**src/rtl/imem_loader_pkg.sv**
```systemverilog
// Shared types and constants for the boot-time instruction-memory loader.
package imem_loader_pkg;

    typedef enum logic [1:0] {
        IDLE,
        RECV,
        WRITE,
        RUN
    } state_t;

    localparam int BYTES_PER_WORD = 4;
    localparam int BYTE_IDX_WIDTH = 2;

endpackage

```
**src/rtl/imem_loader_byte_packer.sv**
```systemverilog
// Packs an accepted byte stream MSB first into 32-bit words.
module byte_packer
    import imem_loader_pkg::*;
(
    input  logic        clk,
    input  logic        reset,
    input  logic        clear,
    input  logic        accept,
    input  logic [7:0]  data,
    output logic [31:0] next_word,
    output logic        word_ready
);

    logic [BYTE_IDX_WIDTH-1:0] byte_idx;
    logic [23:0]               partial;

    // Only three bytes ever need storing; the fourth completes the word on the fly.
    always_ff @(posedge clk or negedge reset) begin
        if (!reset) begin
            byte_idx <= '0;
            partial  <= '0;
        end else if (clear) begin
            byte_idx <= '0;
            partial  <= '0;
        end else if (accept) begin
            byte_idx <= byte_idx + BYTE_IDX_WIDTH'(1);
            partial  <= {partial[15:0], data};
        end
    end

    assign next_word  = {partial, data};
    assign word_ready = accept && (byte_idx == BYTE_IDX_WIDTH'(BYTES_PER_WORD - 1));

endmodule

```
**src/rtl/imem_loader.sv**
```systemverilog
// Boot loader: streams bytes into instruction memory and holds the core in reset until done.
module imem_loader
    import imem_loader_pkg::*;
#(
    parameter int ADDR_WIDTH = 8,
    parameter int START_ADDR = 0,
    parameter int DATA_WIDTH = 32
) (
    input  logic                  clk,
    input  logic                  reset,
    input  logic                  load_start,
    input  logic [ADDR_WIDTH:0]   load_len,
    input  logic                  in_valid,
    input  logic [7:0]            in_data,
    output logic                  in_ready,
    output logic                  imem_we,
    output logic [ADDR_WIDTH-1:0] imem_addr,
    output logic [DATA_WIDTH-1:0] imem_wdata,
    output logic                  core_hold,
    output logic                  done,
    output logic                  error
);

    localparam int LEN_W = ADDR_WIDTH + 1;

    state_t           state;
    logic [LEN_W-1:0] len;
    logic [LEN_W-1:0] word_idx;
    logic             pending;
    logic [LEN_W-1:0] pending_len;

    logic             start_req;
    logic [LEN_W-1:0] req_len;
    logic             out_of_range;
    logic             accept;
    logic             clear;
    logic [31:0]      next_word;
    logic             word_ready;

    // A request made while running is replayed from IDLE one cycle later.
    assign start_req    = (state == IDLE) && (load_start || pending);
    assign req_len      = pending ? pending_len : load_len;
    assign out_of_range = (START_ADDR + int'(req_len)) > (1 << ADDR_WIDTH);
    assign accept       = in_valid && (state == RECV);
    assign clear        = start_req && !out_of_range;
    assign in_ready     = (state == RECV);

    byte_packer u_packer (
        .clk        (clk),
        .reset      (reset),
        .clear      (clear),
        .accept     (accept),
        .data       (in_data),
        .next_word  (next_word),
        .word_ready (word_ready)
    );

    always_ff @(posedge clk or negedge reset) begin
        if (!reset) begin
            state       <= IDLE;
            core_hold   <= 1'b1;
            imem_we     <= 1'b0;
            imem_addr   <= '0;
            imem_wdata  <= '0;
            done        <= 1'b0;
            error       <= 1'b0;
            len         <= '0;
            word_idx    <= '0;
            pending     <= 1'b0;
            pending_len <= '0;
        end else begin
            imem_we <= 1'b0;
            case (state)
                IDLE: begin
                    if (start_req) begin
                        pending <= 1'b0;
                        if (out_of_range) begin
                            error <= 1'b1;
                        end else begin
                            error    <= 1'b0;
                            len      <= req_len;
                            word_idx <= '0;
                            if (req_len == '0) begin
                                state     <= RUN;
                                core_hold <= 1'b0;
                                done      <= 1'b1;
                            end else begin
                                state <= RECV;
                            end
                        end
                    end
                end
                RECV: begin
                    if (word_ready) begin
                        state      <= WRITE;
                        imem_we    <= 1'b1;
                        imem_addr  <= ADDR_WIDTH'(START_ADDR) + word_idx[ADDR_WIDTH-1:0];
                        imem_wdata <= DATA_WIDTH'(next_word);
                    end
                end
                WRITE: begin
                    word_idx <= word_idx + LEN_W'(1);
                    if (word_idx + LEN_W'(1) == len) begin
                        state     <= RUN;
                        core_hold <= 1'b0;
                        done      <= 1'b1;
                    end else begin
                        state <= RECV;
                    end
                end
                RUN: begin
                    if (load_start) begin
                        state       <= IDLE;
                        core_hold   <= 1'b1;
                        done        <= 1'b0;
                        pending     <= 1'b1;
                        pending_len <= load_len;
                    end
                end
                default: state <= IDLE;
            endcase
        end
    end

endmodule

```
**config.mk**
```make
export PLATFORM = sky130hd
export DESIGN_NAME = imem_loader
export DESIGN_NICKNAME = d
export VERILOG_FILES = /design/src/rtl/imem_loader_pkg.sv /design/src/rtl/imem_loader_byte_packer.sv /design/src/rtl/imem_loader.sv
export SDC_FILE = /design/constraint.sdc
export NUM_CORES = 1
export LEC_CHECK = 0
export ABC_AREA = 1
export BUFFER_PORTS_ARGS = -buffer_cell sky130_fd_sc_hd__buf_2
export CAP_MARGIN = 20
export CELL_PAD_IN_SITES_DETAIL_PLACEMENT = 1
export CELL_PAD_IN_SITES_GLOBAL_PLACEMENT = 2
export CORE_UTILIZATION = 35
export DETAILED_ROUTE_END_ITERATION = 10
export PLACE_DENSITY = 0.86
export SYNTH_ARGS = -nofsm -noshare
export SYNTH_HDL_FRONTEND = slang
export SYNTH_SLANG_ARGS = --single-unit
```
**constraint.sdc**
```tcl
create_clock -name clk -period 1.9 [get_ports clk]
set_input_delay 0.095 -clock clk [delete_from_list [all_inputs] [get_ports clk]]
set_output_delay 0.095 -clock clk [all_outputs]
set_load 0.005 [all_outputs]
```
# Word level (Yosys, flattened, before mapping)
# Cells that the tools add are included.
# word_totals
ff_bits,100
in_bits,21
out_inout_bits,45
# classes
n_addsub,2
mux,32
n_bitwise,1
n_reduce_logical,20
n_lt_le_gt_ge,1
eq_ne,11
# ops
operator,count
24-bit two-way mux,2
9-bit two-way mux,3
9-bit one-hot mux with 2 select lines,1
2-bit two-way mux,8
1-bit two-way mux,14
9-bit by 1-bit adder with 9-bit output (second input constant),1
9-bit == test,1
9-bit > comparator (second input constant),1
9-bit zero test,1
3-bit AND reduction,3
2-bit inequality test (second input constant),4
2-bit one-hot mux with 4 select lines,1
2-bit == test (second input constant),3
1-bit one-hot mux with 3 select lines,2
2-bit AND reduction,3
6-bit AND reduction,1
2-bit nonzero test,3
1-bit logical AND,4
2-bit by 1-bit inequality test with 1-bit output (second input constant),2
4-bit AND reduction,1
3-bit nonzero test,1
2-bit by 1-bit adder with 2-bit output (second input constant),1
2-bit by 1-bit == test with 1-bit output (second input constant),1
2-bit zero test,1
other kinds (4),4

# Depth between registers and ports, before layout
# depth
ltp_word,6
ltp_mapped,14

# Hierarchy
# From an unflattened synthesis, not the netlist that was laid out.
# unflattened
cells_unflattened,548
hier_area_um2,4595.7
# modules_own_cells
mod,area_each_um2,cells_each,instances
imem_loader,3330.7,423,1
byte_packer,1265.0,125,1

# Worst setup path before layout
# Ideal clock, no wire load.
# synth_timing
kind,reg2reg
from,reg pending
to,reg u_packer.partial[0]
path_slack_ps,283
period_less_slack_ps,1617
t_arrival_ps,1475
path_buffers,2
t_required_ps,1758
path_stages_with_launch,13
path_cell_list,dfrtp_1 -> inv_2 -> buf_6 -> nand2_1 -> o21ai_1 -> nand2_1 -> nor2_2 -> nand2_2 -> nand2_2 -> nand2_4 -> nand2_8 -> buf_12 -> o22ai_2
# synth_between
elab_chain_cells,5
word_cells_on_any_way,8
classes_between,order compare (1); mux (2); reduce/logical (5)
# synth_rtl
item,line,source
from (decl),imem_loader.sv:29,logic pending;
from (signal assigned),imem_loader.sv:69,pending <= 1'b0;
from (signal assigned),imem_loader.sv:76,pending <= 1'b0;
from (signal assigned),imem_loader.sv:116,pending <= 1'b1;
9-bit two-way mux,imem_loader.sv:42,assign req_len = pending ? pending_len : load_len;
9-bit > comparator,imem_loader.sv:43,assign out_of_range = (START_ADDR + int'(req_len)) > (1 << ADDR_WIDTH);
1-bit zero test,imem_loader.sv:45,assign clear = start_req && !out_of_range;
1-bit logical AND (*),imem_loader.sv:45,
24-bit two-way mux or 2-bit nonzero test (tied branches),--,
to (signal assigned),imem_loader_byte_packer.sv:27,"partial <= {partial[15:0], data};"
to (decl),imem_loader_byte_packer.sv:15,logic [23:0] partial;
# Every way passes the cells marked *; elsewhere a longest branch is shown, timed or not.
# A chain may end at the register's enable or synchronous reset.

# Worst setup path after layout
# layout_timing
from,reg word_idx[1]
to,reg done
# layout_between
elab_chain_cells,4
# layout_rtl
item,line,source
from (decl),imem_loader.sv:28,logic [LEN_W-1:0] word_idx;
from (signal assigned),imem_loader.sv:102,word_idx <= word_idx + LEN_W'(1);
9-bit by 1-bit adder with 9-bit output,imem_loader.sv:103,if (word_idx + LEN_W'(1) == len) begin
9-bit == test,imem_loader.sv:103,
2-bit inequality test (no line),--,
6-bit AND reduction (no line),--,
to (signal assigned),imem_loader.sv:86,done <= 1'b1;
to (signal assigned),imem_loader.sv:106,done <= 1'b1;
to (signal assigned),imem_loader.sv:115,done <= 1'b0;
to (decl),imem_loader.sv:20,"output logic done,"
# Every way passes these cells.

==> impl_metrics.yaml <==
outcome:
  status: "complete, no violations"
sta:
  fmax_ghz: 0.570
  hold_slack_ns: 0.0201
  fin_crit_sh_pct: 92.4
  finClkSkew_ns: 0.00985
  setup_violations: 0
  worst_slew_pin_slew_ns: 0.572
  final-hold-violation-count: 0
  relSlewSlack_pct: 61.5
  final_max_slew_viol_count: 0
  period_minus_slack_ns: 1.76
critical_path:
  r2r_start: "word_idx[1]"
  cp-start-kind: "flip-flop"
  critical_path_class: "reg2reg"
  r2r_cells: 14
  worst_ep_arrival_time_ns: 2.00
  timing.rr.end: "done"
  endpoint_kind: "flip-flop"
  regToRegSetupSlack_ns: 0.14
  cp-startpoint: "word_idx[1]"
  critical_path.max_fanout: 5
  critPathRequiredTime_ns: 2.15
place:
  hpwl_mm: 7.42
  dp_cells: 697
  place_area_sq_um: 4910
  gp_congestion: 0.749
  port_buffers: 65
die:
  start_util_pct: 36.2
  die_width_um: 114
  core_area_sq_um: 12100
  pin_count: 66
  die_area_sq_um: 13000
  fp.dieH_um: 114
  rows: 40
hold_path:
  hold_depth: 3
  hp-start: "in_data[2]"
  min_path_type: "in2reg"
  holdPathEnd: "u_packer.partial[2]"
route:
  drc_errors: 0
  drt-initial-drc-count: 171
  routed_wl_mm: 10.5
  wire_per_inst_um: 14.7
  firstDrtPassIters: 4
  vias: 3369
  via_per_inst: 4.71
  antenna_left: 0
clock_network:
  numCtsBuffers: 9
  root_buffer: "clkbuf_16"
  htree_levels: 3
  clk_pin_slew_ns: 0.07
  cts_tree: "built"
  clk_latency_ns: 0.35
  cts_sinks: 100
  clockBufferDepth: 2
cells_and_area:
  nets: 566
  stdcell_area_sq_um: 5320
  area_growth_pct: 21.3
  stdcell_count: 716
  final_core_util_pct: 43.9
  drive_gt1_share_pct: 25.9
  diodes: 0
power:
  power_density_nw_per_um2: 1510
  report.power.total_uw: 8020
  ir_drop_v: 0.000631
  cellLeakagePower_uw: 0.00267
synthesis:
  synth_top_family_by_area: "simple AND/OR/NAND/NOR gates"
  synth_xor_area_share_pct: 0.599
  synth-seq-cells: 100
  yosysTopAreaCell: "dfrtp_1"
  synthAdderAreaFrac_pct: 0.571
  yosysWarnings: 0
  syn-instance-count: 473
  netlist.area_leader.share_pct: 56.5
  netlist_area_sq_um: 4380
  avgSynthCellArea_sq_um: 9.27
  syn-num-nets: 496
  muxShareOfSynthArea_pct: 0
  yosysUniqueCellTypes: 28
  yosys.area_share.simple_pct: 17.7
  synth.yosys.seq_area_share_pct: 57.1
  ys_top_cells_by_area: "dfrtp_1 (57%), nand2_1 (11%), o21ai_0 (7.1%), o22ai_2 (5.7%), inv_1 (5.3%)"
  synth-compound-area-share_pct: 16.1
grt:
  grt_max_degree: 81
  antenna_found_initial: 0
  grt_pass1_vias: 3570
  track_usage_pct: 17.7
  grt_pass1_wl_mm: 17.8
  overflow: 0
flow_run:
  cap_violations: 0
[per-stage QoR]
| stage | setup slack [ns] | TNS [ns] |
|---|---|---|
| floorplan | 0.283 | 0 |
| CTS | 0.00712 | 0 |
| finish | 0.144 | 0 |
| global route | -0.0121 | -0.0121 |
| global placement | -0.0854 | -0.155 |
| detailed placement | -0.155 | -0.302 |
[worst max-delay path: stages, from the launching register on]
cell and delay, ns:
dfrtp_1 0.42, buf_4 0.17, nand2_1 0.06, nor2_1 0.04, buf_4 0.15, nand3_1 0.09, nand2_1 0.08, nand2_1 0.07
nand2_1 0.06, nor2_2 0.14, nand3_2 0.11, nand2_2 0.09, nand2_2 0.07, nand2_1 0.07, nand2_1 0.05
[Yosys cell counts, drive strengths merged]
master    n
a21oi     1
a22o      1
buf       4
clkbuf   12
dfrtp    99
dfstp     1
ha        2
inv      64
nand2   138
nand3    23
nand3b    5
nor2     17
o21ai    78
o22ai    24
o31ai     1
xnor2     1
xor2      2
[power by group]
| part | total (uW) | internal [uW] | switching, uW | leakage [uW] |
|---|---|---|---|---|
| Clock | 1890 | 1070 | 823 | 0.000144 |
| Sequential | 3330 | 2890 | 443 | 0.00132 |
| Combinational | 2790 | 1110 | 1690 | 0.00121 |
[layout by cell type (no fill, tap or decap), types with 2 or more instances in the layout]
cell       synthesis  layout
nand3_1           22      19
dfrtp_1           99      97
nor2_2             3       9
o22ai_1            4       4
o22ai_2           20      20
inv_1             62      62
clkbuf_16          0       9
dfrtp_2            0       2
nand2_1          134     131
buf_4              0       7
o21ai_2            2       6
nand2_4            1       2
nor2_1            14       7
o21ai_1           13      13
nand2_2            2       4
o21ai_0           62      58
nand3b_1           5       5
clkbuf_1          12       2
xor2_1             2       2
buf_2              0      64
nand3_2            1       4
inv_6              0       2
buf_12             2       3
[worst max-delay path by stage]
stage,to,slack (ns),depth (start not counted)
after floorplan,u_packer.partial[0],0.28,12
after global placement,done,-0.09,12
after detailed placement,done,-0.15,12
after CTS,done,0.007,11
after global routing,done,-0.01,13
final,done,0.14,14
[layout make-up]
class | count | area [sq um]
multi-input combinational | 293 | 1610
timing repair buffer | 75 | 443
clock inverter | 4 | 55.1
clock buffer | 12 | 246
sequential | 100 | 2510
fill | 1439 | 6800
tap | 168 | 210
inverter | 64 | 245
[per-layer routing]
| metal | vias to the layer above | track usage (%) | routed length (um) |
|---|---|---|---|
| met1 | 1640 | 23.8 | 5070 |
| met3 | 11 | 3.24 | 312 |
| met2 | 54 | 28.3 | 4950 |
| met5 | - | 0 | 0 |
| met4 | 0 | 7.45 | 187 |
| li1 | 1664 | - | - |
[what timing repair did]
action                                  CTS  global route
buffers inserted                          2             0
endpoints found under the setup margin    3            19
endpoints found under the hold margin    69             0
gates resized for setup                   9            19
hold buffers                              1             0
cloned                                    0             0
pin swaps                                 3             4
[flip-flops by register name, indices dropped and copies added (netlist names)]
signal	count
imem_we	1
pending	1
u_packer.partial	24
u_packer.byte_idx	2
word_idx	9
len	9
error	1
imem_addr	8
state	2
core_hold	1
done	1
imem_wdata	32
pending_len	9
[cell families (layout without fill, tap and decap cells)]
| kind of cell | Yosys count | after routing |
|---|---|---|
| AO/OA/AOI/OAI | 105 | 105 |
| XOR/XNOR | 3 | 3 |
| adder cells (fa/ha/maj) | 2 | 2 |
| buffers and inverters | 80 | 155 |
| flip-flops | 100 | 100 |
| AND/OR/NAND/NOR | 183 | 183 |
(Power assumes the default switching activity.)
